### config.mk
export PLATFORM = sky130hd
export DESIGN_NAME = fp_add_prealign
export DESIGN_NICKNAME = d
export VERILOG_FILES = /design/src/rtl/fp_pkg.sv /design/src/rtl/fp_unpack.sv /design/src/rtl/fp_add_prealign.sv
export SDC_FILE = /design/constraint.sdc
export NUM_CORES = 1
export LEC_CHECK = 0
export CORE_MARGIN = 2
export CORE_UTILIZATION = 35
export DETAILED_ROUTE_END_ITERATION = 12
export PLACE_DENSITY_LB_ADDON = 0.08
export SETUP_SLACK_MARGIN = 0.4
export SKIP_LAST_GASP = 1
export SLEW_MARGIN = 10
export SYNTH_ARGS = -nofsm -noshare
export SYNTH_HDL_FRONTEND = slang
export SYNTH_SLANG_ARGS = --single-unit
export TNS_END_PERCENT = 1
### constraint.sdc
create_clock -name clk -period 3.5 [get_ports clk]
set_clock_uncertainty 0.15 [all_clocks]
set_input_delay 0.525 -clock clk [delete_from_list [all_inputs] [get_ports clk]]
set_output_delay 0.525 -clock clk [all_outputs]
set_load 0.005 [all_outputs]
### src/rtl/fp_pkg.sv
// Shared binary32 constants and the unpacked-operand record used by the
// single-precision adder front end.
package fp_pkg;

  localparam int EXP_W  = 8;
  localparam int FRAC_W = 23;
  localparam int MANT_W = 24;
  localparam logic [EXP_W-1:0] EXP_MAX = 8'hFF;

  // Default right-shifter ceiling: any larger shift empties a 24-bit mantissa.
  localparam int SHAMT_SAT = 24;

  // Operand after unpacking. exp_eff is 1 for zero/denormal inputs so that
  // denormals line up with the smallest normal exponent.
  typedef struct packed {
    logic              sign;
    logic [EXP_W-1:0]  exp_eff;
    logic [MANT_W-1:0] mant;
    logic              is_nan;
    logic              is_inf;
    logic              is_zero;
  } fp_unpacked_t;

endpackage

### src/rtl/fp_unpack.sv
// Combinational binary32 unpacker: splits sign/exponent/fraction, restores
// the hidden bit and classifies the operand.
module fp_unpack
  import fp_pkg::*;
(
  input  logic [31:0]  x,
  output fp_unpacked_t u
);

  logic [EXP_W-1:0]  exp_raw;
  logic [FRAC_W-1:0] frac;
  logic              exp_zero;
  logic              exp_max;

  assign exp_raw  = x[30:23];
  assign frac     = x[22:0];
  assign exp_zero = (exp_raw == '0);
  assign exp_max  = (exp_raw == EXP_MAX);

  assign u.sign    = x[31];
  assign u.exp_eff = exp_zero ? 8'd1 : exp_raw;
  assign u.mant    = {~exp_zero, frac};
  assign u.is_nan  = exp_max && (frac != '0);
  assign u.is_inf  = exp_max && (frac == '0);
  assign u.is_zero = exp_zero && (frac == '0);

endmodule

### src/rtl/fp_add_prealign.sv
// Two-stage front end of the binary32 adder: unpack, magnitude compare and
// swap, then exponent difference saturated to the alignment shifter's range.
// Optional build macro FP_PREALIGN_STICKY_EN adds a registered sticky output
// (OR of the small-mantissa bits the shifter will discard).
module fp_add_prealign #(
  parameter int SHAMT_SAT = 24
) (
  input  logic        clk,
  input  logic        rst,
  input  logic        in_valid,
  output logic        in_ready,
  input  logic [31:0] a,
  input  logic [31:0] b,
  input  logic        op_sub,
  output logic        out_valid,
  input  logic        out_ready,
  output logic [23:0] big_mant,
  output logic [23:0] small_mant,
  output logic [7:0]  shamt,
  output logic [7:0]  exp_big,
  output logic        sign_big,
  output logic        eff_sub,
  output logic        swapped,
  output logic        is_nan,
  output logic        is_inf
`ifdef FP_PREALIGN_STICKY_EN
  ,
  output logic        sticky
`endif
);

  import fp_pkg::*;

  // Clamp the exponent difference to the shifter's useful range.
  function automatic logic [7:0] sat_shamt(input logic [7:0] d);
    if (d >= 8'(SHAMT_SAT)) return 8'(SHAMT_SAT);
    else                    return d;
  endfunction

`ifdef FP_PREALIGN_STICKY_EN
  // OR of the mantissa bits below the shift point; a shift of 24 or more
  // discards the whole mantissa.
  function automatic logic sticky_bits(input logic [MANT_W-1:0] m,
                                       input logic [7:0]        sh);
    logic [MANT_W-1:0] mask;
    if (sh >= 8'(MANT_W)) mask = '1;
    else                  mask = (MANT_W'(1) << sh) - MANT_W'(1);
    return |(m & mask);
  endfunction
`endif

  logic adv_p1, adv_p2;
  logic vld_p1, vld_p2;

  fp_unpacked_t ua, ub;
  logic         swap_p0;
  fp_unpacked_t big_p1, small_p1;
  logic         swapped_p1;

  logic [7:0] diff_p1;
  logic [7:0] shamt_nxt;
  logic       eff_sub_nxt;
  logic       nan_nxt;
  logic       inf_nxt;

  // is_zero is carried for downstream users of the record but not needed here.
  logic unused_zero;
  assign unused_zero = &{1'b0, big_p1.is_zero, small_p1.is_zero};

  // Handshake: each stage advances when it is empty or its consumer moves.
  assign adv_p2   = !vld_p2 || out_ready;
  assign adv_p1   = !vld_p1 || adv_p2;
  assign in_ready = adv_p1;
  assign out_valid = vld_p2;

  // ---- stage 0 -> 1: unpack both operands, apply op_sub to B, compare ----
  fp_unpack u_unpack_a (
    .x (a),
    .u (ua)
  );

  fp_unpack u_unpack_b (
    .x ({b[31] ^ op_sub, b[30:0]}),
    .u (ub)
  );

  // Strict compare so equal magnitudes keep A as the big operand.
  assign swap_p0 = (b[30:0] > a[30:0]);

  // Stage-1 valid tracks accepted inputs; cleared by reset.
  always_ff @(posedge clk) begin
    if (rst)         vld_p1 <= 1'b0;
    else if (adv_p1) vld_p1 <= in_valid;
  end

  // Stage-1 data captures the ordered operand pair on each accepted input.
  always_ff @(posedge clk) begin
    if (adv_p1 && in_valid) begin
      big_p1     <= swap_p0 ? ub : ua;
      small_p1   <= swap_p0 ? ua : ub;
      swapped_p1 <= swap_p0;
    end
  end

  // ---- stage 1 -> 2: exponent difference, saturation, specials ----
  assign diff_p1     = big_p1.exp_eff - small_p1.exp_eff;
  assign shamt_nxt   = sat_shamt(diff_p1);
  assign eff_sub_nxt = big_p1.sign ^ small_p1.sign;
  assign nan_nxt     = big_p1.is_nan || small_p1.is_nan ||
                       (big_p1.is_inf && small_p1.is_inf && eff_sub_nxt);
  assign inf_nxt     = !nan_nxt && (big_p1.is_inf || small_p1.is_inf);

  // Stage-2 output register: zeroed on reset, holds while stalled.
  always_ff @(posedge clk) begin
    if (rst) begin
      vld_p2     <= 1'b0;
      big_mant   <= '0;
      small_mant <= '0;
      shamt      <= '0;
      exp_big    <= '0;
      sign_big   <= 1'b0;
      eff_sub    <= 1'b0;
      swapped    <= 1'b0;
      is_nan     <= 1'b0;
      is_inf     <= 1'b0;
`ifdef FP_PREALIGN_STICKY_EN
      sticky     <= 1'b0;
`endif
    end else if (adv_p2) begin
      vld_p2 <= vld_p1;
      if (vld_p1) begin
        big_mant   <= big_p1.mant;
        small_mant <= small_p1.mant;
        shamt      <= shamt_nxt;
        exp_big    <= big_p1.exp_eff;
        sign_big   <= big_p1.sign;
        eff_sub    <= eff_sub_nxt;
        swapped    <= swapped_p1;
        is_nan     <= nan_nxt;
        is_inf     <= inf_nxt;
`ifdef FP_PREALIGN_STICKY_EN
        sticky     <= sticky_bits(small_p1.mant, shamt_nxt);
`endif
      end
    end
  end

endmodule

# Yosys cells after proc, flatten, opt, wreduce, memory -nomap -nowiden
# Cells that the tools add are included.
# op_classes
n_bitwise	4
n_reduce_logical	25
add_sub_neg	1
magnitude_cmp	2
n_mux	5
n_eq_ne	2
# ops
op	n
$mux W36	2
$logic_not A23 Y1	2
$reduce_bool A23 Y1	2
$gt A31 B31 Y1	1
$mux W8	3
$eq A8 B8 Y1 const B	2
$logic_not A8 Y1	2
$logic_and A1 B1 Y1	10
$ge A8 B5 Y1 const B	1
$sub A8 B8 Y8	1
$logic_or A1 B1 Y1	5
$logic_not A1 Y1	3
$not A1 Y1	2
$reduce_and A2 Y1	1
$xor A1 B1 Y1	2
# word_totals
output_inout_bits	71
regBits	142

# Depth between registers and ports, before layout
# logic_depth
depth_word	5
mapped_depth	10
depth_no_buf	10

# Modules after synthesis
# A second synthesis with hierarchy kept.
# hier_totals
cells_unflattened	709
area_unflattened_um2	7337.0
# modules_own_cells
module	n_inst	seq_area_each_um2	cells_each	area_each_um2
fp_add_prealign	1	3553.4	611	6696.4
fp_unpack	2	0.0	49	320.3

# Least setup slack after synthesis
# No wires, ideal clock.
# synth_timing
path_kind	input to register
startpoint	input out_ready
endpoint	register big_p1[10] in the netlist's numbering, enable pin
setup_ns	0.437
n_path_buf	0
stages	3
t_required_ns	2.913
arrival_time_ns	2.343
setup_slack_ns	0.570
cell_sequence	nor2b_1 nand2_1 and2_1
# synth_between
elab_chain_len	3
# synth_rtl
element	line_no	rtl
from (decl)	fp_add_prealign.sv:16	input logic out_ready,
$logic_or A1 B1 Y1	fp_add_prealign.sv:71	assign adv_p2 = !vld_p2 || out_ready;
$logic_or A1 B1 Y1	fp_add_prealign.sv:72	assign adv_p1 = !vld_p1 || adv_p2;
net in_ready	fp_add_prealign.sv:11	output logic in_ready,
$logic_and A1 B1 Y1	fp_add_prealign.sv:98	if (adv_p1 && in_valid) begin
to (signal assigned)	fp_add_prealign.sv:99	big_p1 <= swap_p0 ? ub : ua;
to (decl)	fp_add_prealign.sv:57	fp_unpacked_t big_p1, small_p1;
# The timed path passes the listed nets, and every way through them passes these cells.
# A chain may end at the register's enable or synchronous reset.

# Worst setup path in the final report
# layout_timing
startpoint	input a[6]
endpoint	register big_p1[9] in the netlist's numbering (data pin)
# layout_between
elab_chain_len	2
# layout_rtl
element	line_no	rtl
from (decl)	fp_add_prealign.sv:12	input logic [31:0] a,
$gt A31 B31 Y1	fp_add_prealign.sv:88	assign swap_p0 = (b[30:0] > a[30:0]);
$mux W36 *	fp_add_prealign.sv:99	
# Mark *: on every way between the ends. The rest lies on a longest branch, timed or not.

==> flow_metrics.env <==
export IMPL_relSlewSlack=0.436
export IMPL_synthFlopType="edfxtp_1"
export IMPL_rsz0062_at_grt="no"
export IMPL_worst_ir_drop_vdd_v=0.000345
export IMPL_hpwl_um=13100
export IMPL_core_mm2=0.0189
export IMPL_dieArea_mm2=0.0206
export IMPL_grt_start_max_net_pins=43
export IMPL_clk_pin_slew_ns=0.06
export IMPL_finalHoldViolCount=0
export IMPL_path_delay_family="compound AO/OA/AOI/OAI gates"
export IMPL_die_x_um=143
export IMPL_fillers=1758
export IMPL_grt_antenna_before_repair=0
export IMPL_startpoint="a[6]"
export IMPL_cts_tree="yes"
export IMPL_ys_seq_elements=142
export IMPL_place_congestion=0.858
export IMPL_cts_buffer_depth=2
export IMPL_critPathLaunchType="primary input"
export IMPL_yosysTopAreaCellShare=0.314
export IMPL_io_buffers=139
export IMPL_crit_path_end_kind="flop"
export IMPL_syn_inst=653
export IMPL_diodes=0
export IMPL_status="complete, no violations"
export IMPL_grt_pass1_vias=5310
export IMPL_grt_usage=0.175
export IMPL_syn_cell_area_mm2=0.00680
export IMPL_synth_edff_count=71
export IMPL_crit_slowest_cell="clkdlybuf4s50_1"
export IMPL_async_flop_share=0
export IMPL_synth_warnings=0
export IMPL_powerDensity_mw_per_mm2=476
export IMPL_final_area_mm2=0.00934
export IMPL_first_pass_iters=6
export IMPL_hold_path_class="flop to flop"
export IMPL_cp_max_fo=21
export IMPL_fp_row_count=50
export IMPL_slowest_delay_ns=0.50
export IMPL_vias=5271
export IMPL_grt_first_pass_wirelength_um=27700
export IMPL_numCtsBuffers=17
export IMPL_placed_cells=1064
export IMPL_drtAntennaViolNets=0
export IMPL_tightest_slew_ns=0.846
export IMPL_slew_violations=0
export IMPL_finalCriticalPeriod_ns=3.00
export IMPL_finalPower_mw=4.44
export IMPL_synthToLayoutAreaGrowth_pct=37.4
export IMPL_ys_types=46
export IMPL_ys_top_cells_by_area="edfxtp_1, dfxtp_1, nand2_1"
export IMPL_hp_start="small_mant[18]"
export IMPL_wl_per_cell_um=16.1
export IMPL_yosysTopAreaCell="edfxtp_1"
export IMPL_cts_htree_levels=4
export IMPL_maxCapViolations=0
export IMPL_initialDrtViolationCount=241
export IMPL_root_buffer="clkbuf_16"
export IMPL_syn_nets=761
export IMPL_cts_sinks=142
export IMPL_drive_above_1_share=0.150
export IMPL_avgSynthCellArea_um2=10.4
export IMPL_post_route_drc_count=0
export IMPL_finalCritPeriodShare=0.857
export IMPL_io_pins=140
export IMPL_drt_vias_per_instance=4.81
export IMPL_crit_buf_inv=3
export IMPL_finalSetupViolCount=0
export IMPL_arrival_ns=3.01
export IMPL_start_util=0.360
export IMPL_max_freq_ghz=0.333
export IMPL_cts_setup_buffers=0
export IMPL_p_leak_nw=3.58
export IMPL_stdcell_count=1096
export IMPL_dpl_cell_area_mm2=0.00873
export IMPL_cp_data_required_time_ns=3.51
export IMPL_layout_nets=931
export IMPL_ys_seq_area_frac=0.523
export IMPL_path_class="primary input to flop"
export IMPL_path_cells="clkdlybuf4s50_1 -> inv_1 -> ha_1 -> a211oi_2 -> o211ai_1 -> o221a_1 -> o21a_1 -> o31a_4 -> buf_12 -> mux2_1"
export IMPL_die_h_um=143
export IMPL_drt_wl_total_um=17600
export IMPL_clock_latency_ns=0.42
export IMPL_rr_startpoint="big_p1[27]"
export IMPL_grt_remaining_overflow=0
==> repair_timing <==
| item | CTS | global route |
|---|---|---|
| gates resized for setup | 0 | 6 |
| endpoints found under the setup margin | 0 | 64 |
| hold buffers | 0 | 0 |
==> per-layer routing <==
metal / global-route usage / up-vias / part of all wire
met1: 0.233 / 2483 / 0.47
li1: - / 2645 / -
met5: 0 / - / 0
met2: 0.282 / 124 / 0.47
met4: 0.0557 / 0 / 0.018
met3: 0.0420 / 19 / 0.043
==> Yosys cell counts (all sizes together) (2+ instances only) <==
cell and instances:
o21a 3, mux2 64, a21oi 79, nor4 14, clkbuf 18, nand2b 4
dfxtp 71, a21o 3, buf 12, xor2 4, and2 5, nor3 6
xnor2 2, or4 2, nand4 14, mux2i 6, edfxtp 71, o41ai 3
nand2 136, o21ai 9, nor2b 2, ha 38, nor2 20, nand3 5
a211oi 4, inv 42
==> stage by stage <==
stage               setup TNS, ns  hold WS, ns  utilization  setup WS, ns
detailed placement         -0.126        0.297        0.462       -0.0188
global placement                0        0.290        0.462       0.00410
CTS                             0        0.305        0.493         0.416
global route                    0        0.319        0.495         0.405
floorplan                       0        0.294            -         0.570
finish                          0        0.303        0.495         0.499
==> path summary, 6_finish.rpt <==
| path | to | cells past startpoint | slack [ns] |
|---|---|---|---|
| hold reg to reg | small_mant[18] | 2 | 0.30 |
| hold / removal | small_mant[18] | 2 | 0.30 |
| setup reg to reg | shamt[1] | 10 | 0.79 |
| setup / recovery | big_p1[9] | 10 | 0.50 |
==> final cells by class <==
type,instances,area (um2),area share
clock inverters,15,153,0.0163
inverters,42,158,0.0169
clock buffers,17,425,0.0455
multi-input cells,439,2950,0.316
well taps,260,325,0.0348
repair buffers,181,1780,0.190
flip-flops and latches,142,3550,0.380
==> layout by cell type, fill, tap and decap left out, types with 2 or more instances in the layout <==
master           count
o41ai_1              3
a21oi_1             79
o21a_1               3
nand4_1             14
nand2_1            135
ha_1                38
clkinvlp_4           3
mux2_2              41
xor2_1               4
xnor2_1              2
buf_12               6
mux2i_1              6
mux2_4               4
inv_1               42
nor3_1               4
buf_4               36
clkinv_2             5
and2_1               3
nand3_1              5
clkinv_1             4
nor3_2               2
nand2b_1             4
a21o_1               3
dfxtp_1             71
mux2_1              19
clkdlybuf4s50_1    138
edfxtp_1            71
nor2_1              20
a211oi_1             3
nor4_1              13
clkbuf_16           17
o21ai_0              8
nor2b_1              2
or4_1                2
bufinv_16            3
==> report_power, final <==
group          switching, mW  leakage (nW)  internal [mW]
clock network          0.676         0.278           1.10
registers             0.0492          1.27           1.88
logic                  0.350          2.03          0.386
==> flip-flops by register name, summed over array words and instances (netlist names) <==
register    count
small_mant     24
big_mant       24
is_inf          1
big_p1         35
vld_p1          1
sign_big        1
swapped         1
eff_sub         1
exp_big         8
out_valid       1
swapped_p1      1
shamt           8
is_nan          1
small_p1       35
==> worst min-delay path, cell delays in order (launching register included) <==
cell     delay [ns]
dfxtp_1        0.31
nand2_1        0.05
a21oi_1        0.05
==> kinds of logic (layout without fill, tap and decap cells) <==
kind of cell	after synthesis	count (layout)	share of synthesized area
buffers and inverters	72	255	0.0486
AOI/OAI and AO/OA	112	112	0.0944
xor gates and xnor gates	6	6	0.00773
adders and majority gates	39	39	0.0729
muxes	70	70	0.117
DFF	142	142	0.523
and+or+nand+nor	212	212	0.137
Note: power is estimated with default switching activity, not from simulation.
